`src/rtl/multicycle_maindec.sv`:
```
// Moore main control FSM for the multicycle MIPS core: fetch/decode/execute/memory/writeback
// sequencing with a MEM_WAIT-cycle hold on every memory state and illegal-opcode pulse.
module multicycle_maindec #(
  parameter int MEM_WAIT = 0,
  parameter int ALUOP_W  = 3
) (
  input  logic               clk,
  input  logic               reset_n,
  input  logic [5:0]         op,
  output logic               pcwrite,
  output logic               branch,
  output logic               ne,
  output logic               iord,
  output logic               memwrite,
  output logic               irwrite,
  output logic               regdst,
  output logic               memtoreg,
  output logic               regwrite,
  output logic               alusrca,
  output logic [2:0]         alusrcb,
  output logic [1:0]         pcsrc,
  output logic [ALUOP_W-1:0] aluop,
  output logic               half,
  output logic               b,
  output logic               lbu,
  output logic               illegal,
  output logic [3:0]         state
);

  typedef enum logic [3:0] {
    S_FETCH  = 4'd0,
    S_DECODE = 4'd1,
    S_MEMADR = 4'd2,
    S_MEMRD  = 4'd3,
    S_MEMWB  = 4'd4,
    S_MEMWR  = 4'd5,
    S_EXEC   = 4'd6,
    S_ALUWB  = 4'd7,
    S_BRANCH = 4'd8,
    S_IEXEC  = 4'd9,
    S_IWB    = 4'd10,
    S_JUMP   = 4'd11
  } state_t;

  localparam logic [5:0] OP_LW    = 6'b100011;
  localparam logic [5:0] OP_LH    = 6'b100001;
  localparam logic [5:0] OP_LB    = 6'b100000;
  localparam logic [5:0] OP_LBU   = 6'b100100;
  localparam logic [5:0] OP_SW    = 6'b101011;
  localparam logic [5:0] OP_RTYPE = 6'b000000;
  localparam logic [5:0] OP_BEQ   = 6'b000100;
  localparam logic [5:0] OP_BNE   = 6'b000101;
  localparam logic [5:0] OP_ADDI  = 6'b001000;
  localparam logic [5:0] OP_ORI   = 6'b001101;
  localparam logic [5:0] OP_J     = 6'b000010;

  localparam logic [ALUOP_W-1:0] ALU_ADD   = ALUOP_W'(0);
  localparam logic [ALUOP_W-1:0] ALU_SUB   = ALUOP_W'(1);
  localparam logic [ALUOP_W-1:0] ALU_FUNCT = ALUOP_W'(2);
  localparam logic [ALUOP_W-1:0] ALU_OR    = ALUOP_W'(3);

  localparam logic [3:0] WAIT_LAST = 4'(MEM_WAIT);

  state_t     state_q, state_d;
  logic [3:0] cnt_q, cnt_d;
  logic       wait_done;

  // Counter only ever moves inside a memory state, so it never exceeds WAIT_LAST.
  assign wait_done = (cnt_q == WAIT_LAST);
  assign state     = state_q;

  always_ff @(posedge clk or negedge reset_n) begin
    if (!reset_n) begin
      state_q <= S_FETCH;
      cnt_q   <= '0;
    end else begin
      state_q <= state_d;
      cnt_q   <= cnt_d;
    end
  end

  always_comb begin
    state_d  = state_q;
    cnt_d    = '0;
    pcwrite  = 1'b0;
    branch   = 1'b0;
    ne       = 1'b0;
    iord     = 1'b0;
    memwrite = 1'b0;
    irwrite  = 1'b0;
    regdst   = 1'b0;
    memtoreg = 1'b0;
    regwrite = 1'b0;
    alusrca  = 1'b0;
    alusrcb  = 3'b000;
    pcsrc    = 2'b00;
    aluop    = ALU_ADD;
    half     = 1'b0;
    b        = 1'b0;
    lbu      = 1'b0;
    illegal  = 1'b0;

    case (state_q)
      S_FETCH: begin
        alusrcb = 3'b001;
        if (wait_done) begin
          irwrite = 1'b1;
          pcwrite = 1'b1;
          state_d = S_DECODE;
        end else begin
          cnt_d = cnt_q + 4'd1;
        end
      end
      S_DECODE: begin
        // Speculative branch target PC + (signimm << 2) lands in ALUOut.
        alusrcb = 3'b011;
        case (op)
          OP_LW, OP_LH, OP_LB, OP_LBU, OP_SW: state_d = S_MEMADR;
          OP_RTYPE:                           state_d = S_EXEC;
          OP_BEQ, OP_BNE:                     state_d = S_BRANCH;
          OP_ADDI, OP_ORI:                    state_d = S_IEXEC;
          OP_J:                               state_d = S_JUMP;
          default: begin
            illegal = 1'b1;
            state_d = S_FETCH;
          end
        endcase
      end
      S_MEMADR: begin
        alusrca = 1'b1;
        alusrcb = 3'b010;
        state_d = (op == OP_SW) ? S_MEMWR : S_MEMRD;
      end
      S_MEMRD: begin
        iord = 1'b1;
        if (wait_done) state_d = S_MEMWB;
        else           cnt_d   = cnt_q + 4'd1;
      end
      S_MEMWB: begin
        regwrite = 1'b1;
        memtoreg = 1'b1;
        half     = (op == OP_LH) || (op == OP_LB);
        b        = (op == OP_LB);
        lbu      = (op == OP_LBU);
        state_d  = S_FETCH;
      end
      S_MEMWR: begin
        // Strobe only on the final wait cycle so each store writes exactly once.
        iord = 1'b1;
        if (wait_done) begin
          memwrite = 1'b1;
          state_d  = S_FETCH;
        end else begin
          cnt_d = cnt_q + 4'd1;
        end
      end
      S_EXEC: begin
        alusrca = 1'b1;
        aluop   = ALU_FUNCT;
        state_d = S_ALUWB;
      end
      S_ALUWB: begin
        regwrite = 1'b1;
        regdst   = 1'b1;
        state_d  = S_FETCH;
      end
      S_BRANCH: begin
        alusrca = 1'b1;
        aluop   = ALU_SUB;
        pcsrc   = 2'b01;
        branch  = 1'b1;
        ne      = (op == OP_BNE);
        state_d = S_FETCH;
      end
      S_IEXEC: begin
        alusrca = 1'b1;
        if (op == OP_ORI) begin
          alusrcb = 3'b100;
          aluop   = ALU_OR;
        end else begin
          alusrcb = 3'b010;
        end
        state_d = S_IWB;
      end
      S_IWB: begin
        regwrite = 1'b1;
        state_d  = S_FETCH;
      end
      S_JUMP: begin
        pcsrc   = 2'b10;
        pcwrite = 1'b1;
        state_d = S_FETCH;
      end
      default: state_d = S_FETCH;
    endcase
  end

endmodule

```
`config.mk`:
```
export PLATFORM = sky130hd
export DESIGN_NAME = multicycle_maindec
export DESIGN_NICKNAME = d
export VERILOG_FILES = /design/src/rtl/multicycle_maindec.sv
export SDC_FILE = /design/constraint.sdc
export NUM_CORES = 1
export LEC_CHECK = 0
export CORE_MARGIN = 2
export CORE_UTILIZATION = 50
export CTS_CLUSTER_DIAMETER = 200
export CTS_CLUSTER_SIZE = 20
export DETAILED_ROUTE_END_ITERATION = 12
export DONT_BUFFER_PORTS = 1
export GPL_TIMING_DRIVEN = 0
export HOLD_SLACK_MARGIN = 0.02
export SLEW_MARGIN = 25
export SYNTH_ARGS = -nofsm -noshare
export SYNTH_HDL_FRONTEND = slang
export SYNTH_SLANG_ARGS = --single-unit
```
`constraint.sdc`:
```
create_clock -name clk -period 2 [get_ports clk]
set_input_delay 0.2 -clock clk [delete_from_list [all_inputs] [get_ports clk]]
set_output_delay 0.2 -clock clk [all_outputs]
set_load 0.005 [all_outputs]
```
Word-level counts from Yosys, hierarchy flattened --
Cells that the tools add are included.
Operators by class: add/subtract/negate cells 1, equal/unequal tests 24, mux-type cells 29, reduce and logical (&&, ||, !) cells 13
Operator list (count):
- 6-bit equality test (second input constant) | 5
- 4-bit case mux with 7 select lines | 1
- 4-bit 2-to-1 mux | 5
- 4-bit case mux with 5 select lines | 1
- 4-bit by 3-bit equality test with 1-bit output (second input constant) | 4
- 4-bit equality test (second input constant) | 4
- 1-bit 2-to-1 mux | 15
- 6-bit by 3-bit equality test with 1-bit output (second input constant) | 2
- 6-bit by 4-bit equality test with 1-bit output (second input constant) | 2
- 3-bit case mux with 4 select lines | 1
- 11-bit OR reduction | 1
- 4-bit by 2-bit equality test with 1-bit output (second input constant) | 2
- 4-bit logical NOT | 2
- 6-bit by 2-bit equality test with 1-bit output (second input constant) | 1
- 6-bit logical NOT | 1
- 3-bit 2-to-1 mux | 2
- 2-bit != test (second input constant) | 3
- 2-bit case mux with 3 select lines | 1
- 2-bit OR reduction | 3
- 3-bit OR reduction | 2
- 5-bit OR reduction | 1
- 4-bit by 1-bit adder with 4-bit output (second input constant) | 1
- 4-bit by 1-bit equality test with 1-bit output (second input constant) | 1
- 2-bit case mux with 2 select lines | 1
- 5 further kinds | 5
Storage, ports and cells: register bits after elaboration 8, input port bits 8, output and inout port bits 26, logic and storage cells 69

Logic depth before layout (Yosys ltp) --
depth in word-level cells 4, gate-level depth with buffers 6, gate-level depth less buffers 6

Worst setup path before layout --
OpenSTA, ideal clock, no wires.
path type register to output, start register cnt_q[0], end output port pcwrite, arrival time 1.305 ns, required time 1.800 ns, path slack 0.495 ns, stages on the path, launching flop included 6, buffers on the path 0, path through dfrtp_1 inv_1 ha_1 or3b_4 nor4_2 or2_1
Between the ends: cells in the longest elaborated chain, start to end 3
RTL lines:
- from (decl) | line 65 | logic [3:0] cnt_q, cnt_d;
- from (signal assigned) | line 78 | cnt_q <= cnt_d;
- 4-bit logical NOT | line 69 | assign wait_done = (cnt_q == WAIT_LAST);
- 1-bit 2-to-1 mux | line 106 | if (wait_done) begin
- 1-bit case mux with 2 select lines | line 103 | case (state_q)
- to (decl) | line 10 | output logic pcwrite,
No other way between the ends.

Worst setup path in the final report --
start register state_q[2] (netlist: state[2]), end output port illegal
Between the ends: cells in the longest elaborated chain, start to end 2
RTL lines:
- from (decl) | line 64 | state_t state_q, state_d;
- from (signal assigned) | line 77 | state_q <= state_d;
- 4-bit by 1-bit equality test with 1-bit output | line 103
- 1-bit 2-to-1 mux | line 103
- to (decl) | line 26 | output logic illegal,
No other way between the ends.

==> flow_summary.yaml <==
setup_path:
  worst-path-stages: 3
  crit_path_start: "state[2]"
  rr_worst_depth: 6
  critPathMaxStageDelay_ps: 540
  path_class: "reg2out"
  endpoint: "illegal"
  crit_buf_inv: 1
  crit_path_end_kind: "output port"
  startpoint_type: "flip-flop"
  rrSetupSlack_ps: 320
  cp_max_fo: 9
  crit_slowest_cell: "or4b_4"
  required_ps: 1800
  rr_startpoint: "cnt_q[0]"
  r2r_end: "state[0]"
  arrival_ps: 1640
  crit_family: "simple AND/OR/NAND/NOR gates"
  path_cells: "buf_6, or4b_4, nor3_1"
yosys:
  netlist_instances: 115
  ys.flop_type: "dfrtp_1"
  synth-seq-cells: 8
  synth.most_common_cell: "nor2_1"
  synth_edf_count: 0
  synth.area.top_cells: "dfrtp_1, nor2_1, nand2b_1"
  netlist_area_sq_um: 896
  ys.warnings.count: 0
  ys_seq_area_frac: 0.223
  synth_common_cells: "nor2_1, dfrtp_1, nor3_1"
  synthDominantAreaCellType: "dfrtp_1"
  synth_cell_types: 50
  synth_top_area_share: 0.223
  synth_area_per_cell_sq_um: 7.79
  syn-num-nets: 125
  async_reset_ff_frac: 1.00
cells_and_area:
  num_antenna_cells: 0
  drive_gt1_frac: 0.176
  areaGrowthSynthToFinish_pct: 8.10
  fin_nets: 131
sta:
  hold_viol: 0
  min_period_ps: 1840
  clock_skew_ps: 1.38
  rsz0062_at_grt: "no"
  fmax_mhz: 543
  final.period_utilization: 0.921
  setup_viol: 0
  setup_ws_ps: 158
  maxSlewViolCount: 0
  tns_ps: 0
clock_tree:
  cts_max_level: 1
  clkTransAtPathRegs_ps: 50
  cts_tree: "done"
  numCtsBuffers: 3
  clockBufferDepth: 2
  cts_root_buf: "clkbuf_4"
  clock-sinks: 8
  clk_latency_ps: 250
hold_path:
  min_path_type: "in2reg"
floorplan:
  dieArea_sq_um: 2150
  chipWidth_um: 46.3
  io_pins: 34
  fp.dieH_um: 46.3
  rows: 15
  initial_core_util: 0.525
  core-area_sq_um: 1710
detailed_routing:
  drtIter0Drc: 10
  routed_wl_um: 2130
  firstDrtPassIters: 4
  ant_nets: 0
  wl_per_cell_um: 14.8
  vias_per_cell: 6.14
  dr_total_vias: 884
  drc: 0
placement:
  dp_slack_ps: 343
  hpwl_um: 1650
  port_buffers: 0
  place_congestion: 0.776
run:
  drv_cap: 0
status:
  status: "completed"
global_route:
  grt_use_total: 0.217
  grt_antenna_before_repair: 0
  grt_pass1_wl_um: 3370
  grt-ovfl-total: 0
  grt_max_degree: 11
  grt_pass1_vias: 745
pwr:
  switching_share: 0.469
  cell_internal_pwr_uw: 510
  vdd_ir_drop_max_uv: 571
  switchingPower_uw: 451
  p_clk_frac: 0.130
  power_frac_seq: 0.244
  p_leak_nw: 0.385
  pwr-share-comb: 0.626
  power_density_nw_per_um2: 993
==> flip-flops by register name, summed over array words and instances (netlist names) <==
signal	count
cnt_q	4
state	4
==> what timing repair did <==
action,4_1_cts,5_1_grt
gates resized for setup,0,1
setup buffers,0,0
setup endpoints to repair,0,1
endpoints found under the hold margin,8,0
hold buffers,1,0
==> power groups by stage <==
stage / logic [mW] / clock network [mW] / registers [mW]
global route: 0.663 / 0.141 / 0.241
detailed placement: 0.573 / 0 / 0.236
finish: 0.602 / 0.125 / 0.234
global placement: 0.576 / 0 / 0.235
floorplan: 0.478 / 0 / 0.224
CTS: 0.580 / 0.125 / 0.233
==> through the flow <==
step / instance area [sq um] / utilization / cells / power [mW] / hold slack (ps)
after global placement: 927 / 0.543 / 140 / 0.812 / -95.5
final: 968 / 0.567 / 144 / 0.961 / 211
after global routing: 968 / 0.567 / 144 / 1.05 / 213
after detailed placement: 927 / 0.543 / 140 / 0.809 / -95.4
after floorplan: 896 / - / 115 / 0.702 / -95.6
after CTS: 960 / 0.562 / 144 / 0.939 / 210
==> placed cells by master (no fill, tap or decap), types with 3 or more instances in the layout <==
master / netlist / routed
inv_1: 6 / 6
nor2b_1: 3 / 3
o21ai_0: 3 / 3
nand3_1: 6 / 6
nor2_1: 15 / 15
nand2b_1: 6 / 6
nor3_1: 7 / 7
o21ai_1: 5 / 5
dfrtp_1: 8 / 8
clkbuf_4: 0 / 3
buf_2: 4 / 4
==> per-layer routing <==
metal	routed length, um	GRT usage	vias to the layer above
li1	-	-	417
met1	1050	0.322	426
met2	934	0.297	39
met3	138	0.0784	2
met4	14	0.0457	0
met5	0	0	-
==> logic make-up after synthesis <==
logic type / Yosys count / synth area share
AO/OA/AOI/OAI: 24 / 0.180
XOR/XNOR: 4 / 0.0391
adder cells (fa/ha/maj): 2 / 0.0279
buffers and inverters: 15 / 0.0936
flip-flops: 8 / 0.223
multiplexers: 2 / 0.0223
other: 1 / 0.00419
AND/OR/NAND/NOR: 59 / 0.409
==> worst min path at each step <==
| stage | start | end | cells past startpoint |
|---|---|---|---|
| finish | op[4] | state[1] | 3 |
| global route | op[4] | state[1] | 3 |
| CTS | op[4] | state[1] | 3 |
| detailed placement | reset_n | cnt_q[2] | 0 |
| global placement | reset_n | state[2] | 0 |
| floorplan | reset_n | cnt_q[0] | 0 |
==> cell type report <==
cell class,instances,area [sq um]
clock buffers,3,22.5
plain buffers,9,61.3
flip-flops and latches,8,200
repair buffers,1,10.0
well taps,25,31.3
inverters,6,22.5
fillers,165,739
multi-input cells,92,621
==> worst register-to-register path, cell delays in order, from the launching register on <==
cell       delay, ps
dfrtp_1          400
inv_1             70
ha_1             160
nor3b_2          400
o21ai_1          120
a211oi_1         270
o2bb2ai_1        120
Power figures use the tool's default switching activity.
